<file path="src/rtl/mem_stage_if.sv">
// Data-memory port between the MEM stage (master) and the data memory (slave).
// dmem_req rises with stable addr/we/wdata/wstrb and holds them until the cycle dmem_ack is seen;
// that cycle completes the transfer (rdata valid alongside ack) and req drops at the next edge.
interface mem_stage_if;
  logic        dmem_req;
  logic        dmem_we;
  logic [31:0] dmem_addr;
  logic [31:0] dmem_wdata;
  logic [3:0]  dmem_wstrb;
  logic        dmem_ack;
  logic [31:0] dmem_rdata;

  modport master (
    output dmem_req, dmem_we, dmem_addr, dmem_wdata, dmem_wstrb,
    input  dmem_ack, dmem_rdata
  );

  modport slave (
    input  dmem_req, dmem_we, dmem_addr, dmem_wdata, dmem_wstrb,
    output dmem_ack, dmem_rdata
  );
endinterface

</file>
<file path="src/rtl/mem_stage.sv">
// MEM pipeline stage: issues loads/stores on the data-memory port, stalls upstream while an
// access is outstanding, and registers the MEM/WB fields (pass-through or formatted load data).
module mem_stage #(
  parameter int unsigned ACK_TIMEOUT = 255
) (
  input  logic        clk,
  input  logic        reset,
  input  logic [31:0] EX_instr,
  input  logic [4:0]  EX_rd,
  input  logic [6:0]  EX_opcode,
  input  logic        EX_regwrite,
  input  logic [31:0] EX_r2,
  input  logic [31:0] EX_alu_result,
  output logic        mem_stall,
  mem_stage_if.master dmem,
  output logic [31:0] MEM_instr,
  output logic [4:0]  MEM_rd,
  output logic [6:0]  MEM_opcode,
  output logic        MEM_regwrite,
  output logic [31:0] MEM_alu_result,
  output logic [31:0] MEM_load_data,
  output logic        MEM_fault,
  output logic        dbg_state_o
);

  localparam logic [6:0] OP_LOAD  = 7'b0000011;
  localparam logic [6:0] OP_STORE = 7'b0100011;
  localparam bit         TO_EN    = (ACK_TIMEOUT != 0);
  localparam int         CNT_W    = (ACK_TIMEOUT > 1) ? $clog2(ACK_TIMEOUT) : 1;
  localparam logic [CNT_W-1:0] CNT_LAST = TO_EN ? CNT_W'(ACK_TIMEOUT - 1) : '0;

  typedef enum logic {IDLE = 1'b0, ACCESS = 1'b1} state_t;

  state_t            state_q, state_d;
  logic [CNT_W-1:0]  cnt_q;
  logic              req_q, we_q;
  logic [31:0]       addr_q, wdata_q;
  logic [3:0]        wstrb_q;
  logic [31:0]       instr_q, alu_q, load_q;
  logic [4:0]        rd_q;
  logic [6:0]        opcode_q;
  logic              regwrite_q, fault_q;

  logic [2:0]  f3;
  logic [1:0]  lane;
  logic        is_load, is_store, memop, legal_f3, misalign, fault;
  logic [31:0] st_wdata, ld_data;
  logic [3:0]  st_wstrb;
  logic [7:0]  ld_byte;
  logic [15:0] ld_half;
  logic        timeout_hit;
  logic        do_pass, do_issue, do_done, do_expire, do_fault;

  always_comb begin
    f3       = EX_instr[14:12];
    lane     = EX_alu_result[1:0];
    is_load  = (EX_opcode == OP_LOAD);
    is_store = (EX_opcode == OP_STORE);
    memop    = is_load || is_store;
    legal_f3 = is_load ? (f3 inside {3'd0, 3'd1, 3'd2, 3'd4, 3'd5})
                       : (f3 inside {3'd0, 3'd1, 3'd2});
    misalign = ((f3[1:0] == 2'b01) && lane[0]) ||
               ((f3[1:0] == 2'b10) && (lane != 2'b00));
    fault    = memop && (!legal_f3 || misalign);
  end

  always_comb begin
    st_wdata = EX_r2;
    st_wstrb = 4'b1111;
    case (f3[1:0])
      2'b00: begin
        st_wdata = {4{EX_r2[7:0]}};
        st_wstrb = 4'b0001 << lane;
      end
      2'b01: begin
        st_wdata = {2{EX_r2[15:0]}};
        st_wstrb = 4'b0011 << lane;
      end
      default: ;
    endcase
    if (!is_store) st_wstrb = 4'b0000;
  end

  // EX_* are held stable through ACCESS, so the load is formatted from the live EX fields.
  always_comb begin
    ld_byte = dmem.dmem_rdata[{lane, 3'b000} +: 8];
    ld_half = dmem.dmem_rdata[{EX_alu_result[1], 4'b0000} +: 16];
    case (f3)
      3'd0:    ld_data = {{24{ld_byte[7]}}, ld_byte};
      3'd1:    ld_data = {{16{ld_half[15]}}, ld_half};
      3'd2:    ld_data = dmem.dmem_rdata;
      3'd4:    ld_data = {24'h0, ld_byte};
      3'd5:    ld_data = {16'h0, ld_half};
      default: ld_data = 32'h0;
    endcase
  end

  assign timeout_hit = TO_EN && (state_q == ACCESS) && !dmem.dmem_ack && (cnt_q == CNT_LAST);

  always_ff @(posedge clk or negedge reset) begin
    if (!reset) state_q <= IDLE;
    else        state_q <= state_d;
  end

  always_comb begin
    state_d = state_q;
    case (state_q)
      IDLE:   if (memop && !fault) state_d = ACCESS;
      ACCESS: if (dmem.dmem_ack || timeout_hit) state_d = IDLE;
      default: state_d = IDLE;
    endcase
  end

  always_comb begin
    mem_stall = 1'b0;
    do_pass   = 1'b0;
    do_issue  = 1'b0;
    do_done   = 1'b0;
    do_expire = 1'b0;
    do_fault  = 1'b0;
    case (state_q)
      IDLE: begin
        if (!memop)     do_pass  = 1'b1;
        else if (fault) do_fault = 1'b1;
        else begin
          do_issue  = 1'b1;
          mem_stall = 1'b1;
        end
      end
      ACCESS: begin
        if (dmem.dmem_ack)    do_done   = 1'b1;
        else if (timeout_hit) do_expire = 1'b1;
        else                  mem_stall = 1'b1;
      end
      default: ;
    endcase
  end

  always_ff @(posedge clk or negedge reset) begin
    if (!reset) begin
      cnt_q      <= '0;
      req_q      <= 1'b0;
      we_q       <= 1'b0;
      addr_q     <= 32'h0;
      wdata_q    <= 32'h0;
      wstrb_q    <= 4'h0;
      instr_q    <= 32'h0;
      rd_q       <= 5'h0;
      opcode_q   <= 7'h0;
      regwrite_q <= 1'b0;
      alu_q      <= 32'h0;
      load_q     <= 32'h0;
      fault_q    <= 1'b0;
    end else begin
      if (do_issue)                                     cnt_q <= '0;
      else if (state_q == ACCESS && !dmem.dmem_ack && !timeout_hit) cnt_q <= cnt_q + CNT_W'(1);

      if (do_issue) begin
        req_q   <= 1'b1;
        we_q    <= is_store;
        addr_q  <= {EX_alu_result[31:2], 2'b00};
        wdata_q <= st_wdata;
        wstrb_q <= st_wstrb;
      end else if (do_done || do_expire) begin
        req_q   <= 1'b0;
      end

      if (do_pass || do_done) begin
        instr_q    <= EX_instr;
        rd_q       <= EX_rd;
        opcode_q   <= EX_opcode;
        regwrite_q <= EX_regwrite;
        alu_q      <= EX_alu_result;
        load_q     <= (do_done && is_load) ? ld_data : 32'h0;
      end else begin
        instr_q    <= 32'h0;
        rd_q       <= 5'h0;
        opcode_q   <= 7'h0;
        regwrite_q <= 1'b0;
        alu_q      <= 32'h0;
        load_q     <= 32'h0;
      end

      fault_q <= do_fault || do_expire;
    end
  end

  assign dmem.dmem_req   = req_q;
  assign dmem.dmem_we    = we_q;
  assign dmem.dmem_addr  = addr_q;
  assign dmem.dmem_wdata = wdata_q;
  assign dmem.dmem_wstrb = wstrb_q;

  assign MEM_instr      = instr_q;
  assign MEM_rd         = rd_q;
  assign MEM_opcode     = opcode_q;
  assign MEM_regwrite   = regwrite_q;
  assign MEM_alu_result = alu_q;
  assign MEM_load_data  = load_q;
  assign MEM_fault      = fault_q;
  assign dbg_state_o    = state_q;

endmodule

</file>
<file path="src/flat_wrapper.sv">
// flat-port wrapper written by rule: the top's interface ports become plain ports
module mem_stage_flat 
#(
  parameter int unsigned ACK_TIMEOUT = 255
)
  (clk, reset, EX_instr, EX_rd, EX_opcode, EX_regwrite, EX_r2, EX_alu_result, mem_stall, MEM_instr, MEM_rd, MEM_opcode, MEM_regwrite, MEM_alu_result, MEM_load_data, MEM_fault, dbg_state_o, dmem_dmem_req, dmem_dmem_we, dmem_dmem_addr, dmem_dmem_wdata, dmem_dmem_wstrb, dmem_dmem_ack, dmem_dmem_rdata);
  mem_stage_if dmem_i ();
  input  logic clk;
  input  logic reset;
  input  logic [31:0] EX_instr;
  input  logic [4:0] EX_rd;
  input  logic [6:0] EX_opcode;
  input  logic EX_regwrite;
  input  logic [31:0] EX_r2;
  input  logic [31:0] EX_alu_result;
  output logic mem_stall;
  output logic [31:0] MEM_instr;
  output logic [4:0] MEM_rd;
  output logic [6:0] MEM_opcode;
  output logic MEM_regwrite;
  output logic [31:0] MEM_alu_result;
  output logic [31:0] MEM_load_data;
  output logic MEM_fault;
  output logic dbg_state_o;
  output wire logic [$bits(dmem_i.dmem_req)-1:0] dmem_dmem_req;
  output wire logic [$bits(dmem_i.dmem_we)-1:0] dmem_dmem_we;
  output wire logic [$bits(dmem_i.dmem_addr)-1:0] dmem_dmem_addr;
  output wire logic [$bits(dmem_i.dmem_wdata)-1:0] dmem_dmem_wdata;
  output wire logic [$bits(dmem_i.dmem_wstrb)-1:0] dmem_dmem_wstrb;
  input wire logic [$bits(dmem_i.dmem_ack)-1:0] dmem_dmem_ack;
  input wire logic [$bits(dmem_i.dmem_rdata)-1:0] dmem_dmem_rdata;
  assign dmem_dmem_req = dmem_i.dmem_req;
  assign dmem_dmem_we = dmem_i.dmem_we;
  assign dmem_dmem_addr = dmem_i.dmem_addr;
  assign dmem_dmem_wdata = dmem_i.dmem_wdata;
  assign dmem_dmem_wstrb = dmem_i.dmem_wstrb;
  assign dmem_i.dmem_ack = dmem_dmem_ack;
  assign dmem_i.dmem_rdata = dmem_dmem_rdata;
  mem_stage #(.ACK_TIMEOUT(ACK_TIMEOUT)) u_core (.clk(clk), .reset(reset), .EX_instr(EX_instr), .EX_rd(EX_rd), .EX_opcode(EX_opcode), .EX_regwrite(EX_regwrite), .EX_r2(EX_r2), .EX_alu_result(EX_alu_result), .mem_stall(mem_stall), .dmem(dmem_i), .MEM_instr(MEM_instr), .MEM_rd(MEM_rd), .MEM_opcode(MEM_opcode), .MEM_regwrite(MEM_regwrite), .MEM_alu_result(MEM_alu_result), .MEM_load_data(MEM_load_data), .MEM_fault(MEM_fault), .dbg_state_o(dbg_state_o));
endmodule
</file>
<file path="config.mk">
export PLATFORM = sky130hd
export DESIGN_NAME = mem_stage_flat
export DESIGN_NICKNAME = d
export VERILOG_FILES = /design/src/rtl/mem_stage_if.sv /design/src/rtl/mem_stage.sv /design/src/flat_wrapper.sv
export SDC_FILE = /design/constraint.sdc
export NUM_CORES = 1
export LEC_CHECK = 0
export ABC_CLOCK_PERIOD_IN_PS = 4850
export BUFFER_PORTS_ARGS = -buffer_cell sky130_fd_sc_hd__buf_2
export CORE_AREA = 2 2 126 128
export DETAILED_ROUTE_END_ITERATION = 6
export DIE_AREA = 0 0 128 130
export GPL_TIMING_DRIVEN = 0
export MAX_ROUTING_LAYER = met4
export PLACE_DENSITY = 0.8
export SYNTH_ARGS = -nofsm -noshare
export SYNTH_HDL_FRONTEND = slang
export SYNTH_SLANG_ARGS = --single-unit
</file>
<file path="constraint.sdc">
create_clock -name clk -period 4.85 [get_ports clk]
set_clock_uncertainty 0.1 [all_clocks]
set_input_delay 0 -clock clk [delete_from_list [all_inputs] [get_ports clk]]
set_output_delay 0 -clock clk [all_outputs]
set_load 0.02 [all_outputs]
</file>
# ---- Word-level counts from Yosys, hierarchy flattened
# Index checks and enable logic that the tools add are counted.
dict set report totals {
  wordCells 90
  register_bits 187
  in_bits 144
  out_inout_bits 182
}
dict set report op_classes {
  bitwise_logic 1
  addsub 1
  mux 35
  n_eq_ne 9
  shift 4
  reduce_logical 26
}
# op n
set ops {}
lappend ops {{$pmux W32 S5} 1}
lappend ops {{$mux W32} 4}
lappend ops {{$pmux W32 S2} 1}
lappend ops {{$shiftx A32 B6 Y16} 1}
lappend ops {{$shiftx A32 B6 Y8} 1}
lappend ops {{$mux W1} 21}
lappend ops {{$mux W8} 2}
lappend ops {{$add A8 B1 Y8 const B} 1}
lappend ops {{$eq A8 B8 Y1 const B} 1}
lappend ops {{$logic_and A1 B1 Y1} 8}
lappend ops {{$pmux W4 S2} 1}
lappend ops {{$eq A7 B2 Y1 const B} 1}
lappend ops {{$eq A7 B6 Y1 const B} 1}
lappend ops {{$logic_or A1 B1 Y1} 7}
lappend ops {{$mux W7} 1}
lappend ops {{$eq A3 B3 Y1 const B} 2}
lappend ops {{$reduce_bool A2 Y1} 3}
lappend ops {{$mux W5} 1}
lappend ops {{$reduce_bool A5 Y1} 1}
lappend ops {{$logic_not A1 Y1} 4}
lappend ops {{$mux W4} 1}
lappend ops {{$pmux W1 S2} 2}
lappend ops {{$shl A1 B2 Y4 const A} 1}
lappend ops {{$shl A2 B2 Y4 const A} 1}
lappend ops {{other kinds (8)} 8}

# ---- Longest topological paths before layout
dict set report depth {
  ltp_word 10
  ltp_mapped 7
  mapped_depth_nobuf 6
}

# ---- Least setup slack after synthesis
# OpenSTA, ideal clock, no wires.
dict set report synth_timing {
  path_type {register to register}
  from {register u_core.state_q, in the netlist u_core.dbg_state_o}
  to {register u_core.state_q, in the netlist u_core.dbg_state_o}
  synth_period_minus_slack_ps 1939
  setup_ps 186
  path_slack_ps 2911
  arrival_time_ps 1653
  n_path_buf 3
  stages_incl_launch_ff 6
  required_time_ps 4564
  cell_sequence {dfrtp_1 -> clkbuf_1 -> a2111o_1 -> buf_6 -> buf_6 -> o21ai_0}
}
dict set report synth_between {
  elab_chain_len 5
  word_cells_on_any_way 6
  classes_between {mux (2); bitwise (1); reduce/logical (3)}
}
# element line_no
set synth_rtl {}
lappend synth_rtl {{from (decl)} mem_stage.sv:34} ;# state_t state_q, state_d;
lappend synth_rtl {{from (signal assigned)} mem_stage.sv:102} ;# else state_q <= state_d;
lappend synth_rtl {{$logic_and A1 B1 Y1 (2 in series)} mem_stage.sv:98} ;# assign timeout_hit = TO_EN && (state_q == ACCESS) && !dmem.dmem_ack && (cnt_q == CNT_LAST);
lappend synth_rtl {{$logic_or A1 B1 Y1} mem_stage.sv:109} ;# ACCESS: if (dmem.dmem_ack || timeout_hit) state_d = IDLE;
lappend synth_rtl {{$mux W1} mem_stage.sv:109}
lappend synth_rtl {{$pmux W1 S2 (*)} mem_stage.sv:107} ;# case (state_q)
# Mark *: on every way between the ends. The rest lies on a longest branch, timed or not.
# A chain may end at the register's enable or synchronous reset.

# ---- Worst setup path after layout
dict set report layout_timing {
  from {input EX_instr[13]}
  to {register u_core.wdata_q[29], in the netlist u_core.dmem.dmem_wdata[29]}
}
dict set report layout_between {
  elab_chain_len 9
  word_cells_on_any_way 21
  classes_between {eq/ne (6); mux (5); reduce/logical (10)}
}
# element line_no
set layout_rtl {}
lappend layout_rtl {{from (decl)} flat_wrapper.sv:10} ;# input logic [31:0] EX_instr;
lappend layout_rtl {{$eq A3 B1 Y1, or another cell as far along} {mem_stage.sv:60, mem_stage.sv:61}}
lappend layout_rtl {{$reduce_bool A5 Y1 or $reduce_bool A3 Y1 (tied branches)} {mem_stage.sv:60, mem_stage.sv:61}}
lappend layout_rtl {{$mux W1} mem_stage.sv:60} ;# legal_f3 = is_load ? (f3 inside {3'd0, 3'd1, 3'd2, 3'd4, 3'd5})
lappend layout_rtl {{$logic_not A1 Y1} mem_stage.sv:64} ;# fault = memop && (!legal_f3 || misalign);
lappend layout_rtl {{$logic_or A1 B1 Y1} mem_stage.sv:64}
lappend layout_rtl {{$logic_and A1 B1 Y1} mem_stage.sv:64}
lappend layout_rtl {{$mux W1} mem_stage.sv:124} ;# else if (fault) do_fault = 1'b1;
lappend layout_rtl {{$mux W1} mem_stage.sv:123} ;# if (!memop) do_pass = 1'b1;
lappend layout_rtl {{$mux W1} mem_stage.sv:121} ;# case (state_q)
lappend layout_rtl {{to (signal assigned)} mem_stage.sv:162} ;# wdata_q <= st_wdata;
lappend layout_rtl {{to (decl)} mem_stage.sv:37} ;# logic [31:0] addr_q, wdata_q;
# Several ways; a longest one is shown, not always the timed one.

==> results.yml <==
cells_and_area:
  final_common_cell: "buf_2"
  area_growth_pct: 54.3
  utilization_pct: 74.7
  stdcell_area_mm2: 0.0115
  fin_nets: 1326
  nFillCells: 970
  layout_common_cells: "buf_2 (322), dfrtp_1 (187), nand2_1 (167), dlygate4sd3_1 (159), and2_1 (76)"
  layout.area.seq_mm2: 0.00468
  drive_above_1_share_pct: 32.4
  multiInputGateArea_mm2: 0.00252
routing:
  drtIter0Drc: 490
  wl_per_cell_um: 18.5
  drc: 0
  via_per_inst: 5.25
  wirelength_mm: 25.6
  via_count: 7281
  dr.pass1.iters: 6
  ant_nets: 0
clock_tree:
  h-tree-depth: 4
  clk_pin_slew_ns: 0.08
  postCtsSetupRepairBufs: 0
  cts-resized-gates: 0
  postCtsHoldBufs: 159
  cts-root-buf: "clkbuf_16"
  cts_tree: "built"
  clock_latency_ns: 0.43
  cts_buffers: 17
  clock_path_buffers: 2
  clock-sinks: 187
sta:
  slew_violations: 0
  period_share_pct: 53.3
  finalCriticalPeriod_ns: 2.58
  tightestPinTransition_ns: 0.795
  rsz0062_at_grt: "no"
  setup_viol: 0
  slew_headroom_pct: 47.0
  setup_tns_ns: 0
  max_freq_mhz: 387
  hold_violations: 0
synth:
  synth_top_area_share_pct: 62.7
  synth_seq_cells: 187
  synth_cell_types: 51
  seq_area_frac_synth_pct: 62.7
  synth_area_leaders: "dfrtp_1 (63%), nand2_1 (8.4%), and2_1 (6.4%), mux2i_1 (3.6%), a21oi_1 (2.5%)"
  avgSynthCellArea_um2: 11.0
  synth_top_family_by_area: "simple AND/OR/NAND/NOR gates"
  synth_compound_area_share_pct: 8.55
  synth_xor_area_share_pct: 0.822
  synth-simple-area-share_pct: 18.9
  synthMuxAreaShare_pct: 5.13
  syn_area_mm2: 0.00746
  synth_fa_ha_area_share_pct: 0.335
  yosys.area.top_type: "dfrtp_1"
  yosysWarningCount: 0
  syn_inst: 680
die:
  die_x_um: 128
  core_area_mm2: 0.0154
  die_height_um: 130
  rows: 46
  dieArea_mm2: 0.0166
  io_pins: 326
  initial_core_util_pct: 48.4
global_routing:
  globalRouteOverflowTotal: 0
  grt_usage_pct: 31.7
  grt_max_degree: 113
  antenna_found_initial: 1
  grt_pass1_wl_mm: 39.3
  grt_pass1_vias: 7361
placed_design:
  place.port_buffers: 320
  dp_hpwl_mm: 15.6
  place_area_mm2: 0.00935
  place.gp.congestion: 0.895
pwr:
  power.density_mw_per_mm2: 324
  irDropWorstVdd_mv: 0.235
  p_leak_nw: 5.92
worst_setup_path:
  cp_max_fo: 10
  cp.required_ns: 5.03
  start_kind: "input pin"
  critPathKind: "in -> reg"
  arrival_ns: 2.76
  endpoint_kind: "flip-flop"
outcome:
  outcome: "complete, no violations"
worst_hold_path:
  hp-class: "in -> async"
run:
  cap_viol_max_count: 0
layer usage:
| metal | vias up | global-route usage (%) | part of all wire (%) |
|---|---|---|---|
| li1 | 3246 | - | - |
| met1 | 3494 | 36.7 | 37 |
| met2 | 455 | 53.8 | 51 |
| met3 | 86 | 6.56 | 8.0 |
| met4 | 0 | 14.2 | 4.0 |
| met5 | - | - | 0 |
state kept, by name (all words and copies together) (netlist names):
register / count
u_core.MEM_alu_result: 32
u_core.MEM_fault: 1
u_core.MEM_instr: 32
u_core.MEM_load_data: 32
u_core.MEM_opcode: 7
u_core.MEM_rd: 5
u_core.MEM_regwrite: 1
u_core.cnt_q: 8
u_core.dbg_state_o: 1
u_core.dmem.dmem_addr: 30
u_core.dmem.dmem_req: 1
u_core.dmem.dmem_wdata: 32
u_core.dmem.dmem_we: 1
u_core.dmem.dmem_wstrb: 4
through the flow:
step / total power, mW / hold slack, ns / std cells / setup WS [ns]
2_1_floorplan: 2.01 / -0.396 / 681 / 2.91
3_3_place_gp: 2.24 / 0.101 / 1193 / 0.728
3_5_place_dp: 2.26 / -0.0964 / 1194 / 2.43
4_1_cts: 3.72 / 0.0371 / 1384 / 2.32
5_1_grt: 3.88 / 0.0926 / 1385 / 2.18
6_report: 3.73 / 0.0331 / 1386 / 2.27
final timing paths:
path | start | endpoint | slack (ns) | cells after the start
setup / recovery | EX_instr[13] | u_core.dmem.dmem_wdata[29] | 2.27 | 8
hold / removal | reset | u_core.dmem.dmem_addr[19] | 0.03 | 2
setup reg to reg | u_core.dbg_state_o | u_core.MEM_opcode[2] | 2.46 | 5
hold reg to reg | u_core.dmem.dmem_addr[23] | u_core.dmem.dmem_addr[23] | 0.37 | 2
max in group asynchronous | reset | u_core.cnt_q[0] | 3.65 | 3
min in group clk | EX_instr[12] | u_core.MEM_load_data[15] | 0.13 | 4
final cells by class:
cell class	instances	share of cell area (%)
Sequential cell	187	40.6
Timing Repair Buffer	480	28.1
Multi-Input combinational cell	448	21.9
Clock buffer	18	3.81
Buffer	43	2.18
Tap cell	192	2.09
Clock inverter	13	1.16
Inverter	3	0.0978
Antenna cell	2	0.0435
cell families after synthesis:
| logic type | Yosys count |
|---|---|
| buf+inv | 46 |
| compound gates | 101 |
| flops | 187 |
| simple gates | 300 |
| fa+ha+maj | 2 |
| mux | 36 |
| xor+xnor | 7 |
| other cells | 1 |
cell usage after synthesis, drive strengths merged:
cell type	instances
a2111o	1
a2111oi	2
a211oi	3
a21o	2
a21oi	37
a221o	1
a221oi	1
a222oi	6
a22oi	9
a2bb2oi	1
a311oi	1
and2	76
and3	1
and3b	1
and4	1
and4b	1
buf	20
clkbuf	23
conb	1
dfrtp	187
ha	2
inv	3
mux2	8
mux2i	27
mux4	1
nand2	167
nand2b	2
nand3	3
nand3b	4
nand4	2
nor2	26
nor2b	3
nor3	8
nor3b	1
o211ai	2
o21ai	33
o31ai	1
o32ai	1
or2	2
or4	2
xnor2	5
xor2	2
where the power goes:
part,internal [mW],switching [mW]
clock,0.734,0.637
combinational,0.283,0.370
sequential,1.66,0.0503
total,2.68,1.06
worst max-delay path, stage by stage:
cell,delay (ns)
dlygate4sd3_1,0.53
clkbuf_1,0.28
clkbuf_1,0.36
clkbuf_1,0.65
nor2_1,0.13
a21oi_1,0.14
dlygate4sd3_1,0.57
o21ai_1,0.09
Power figures use the tool's default switching activity.
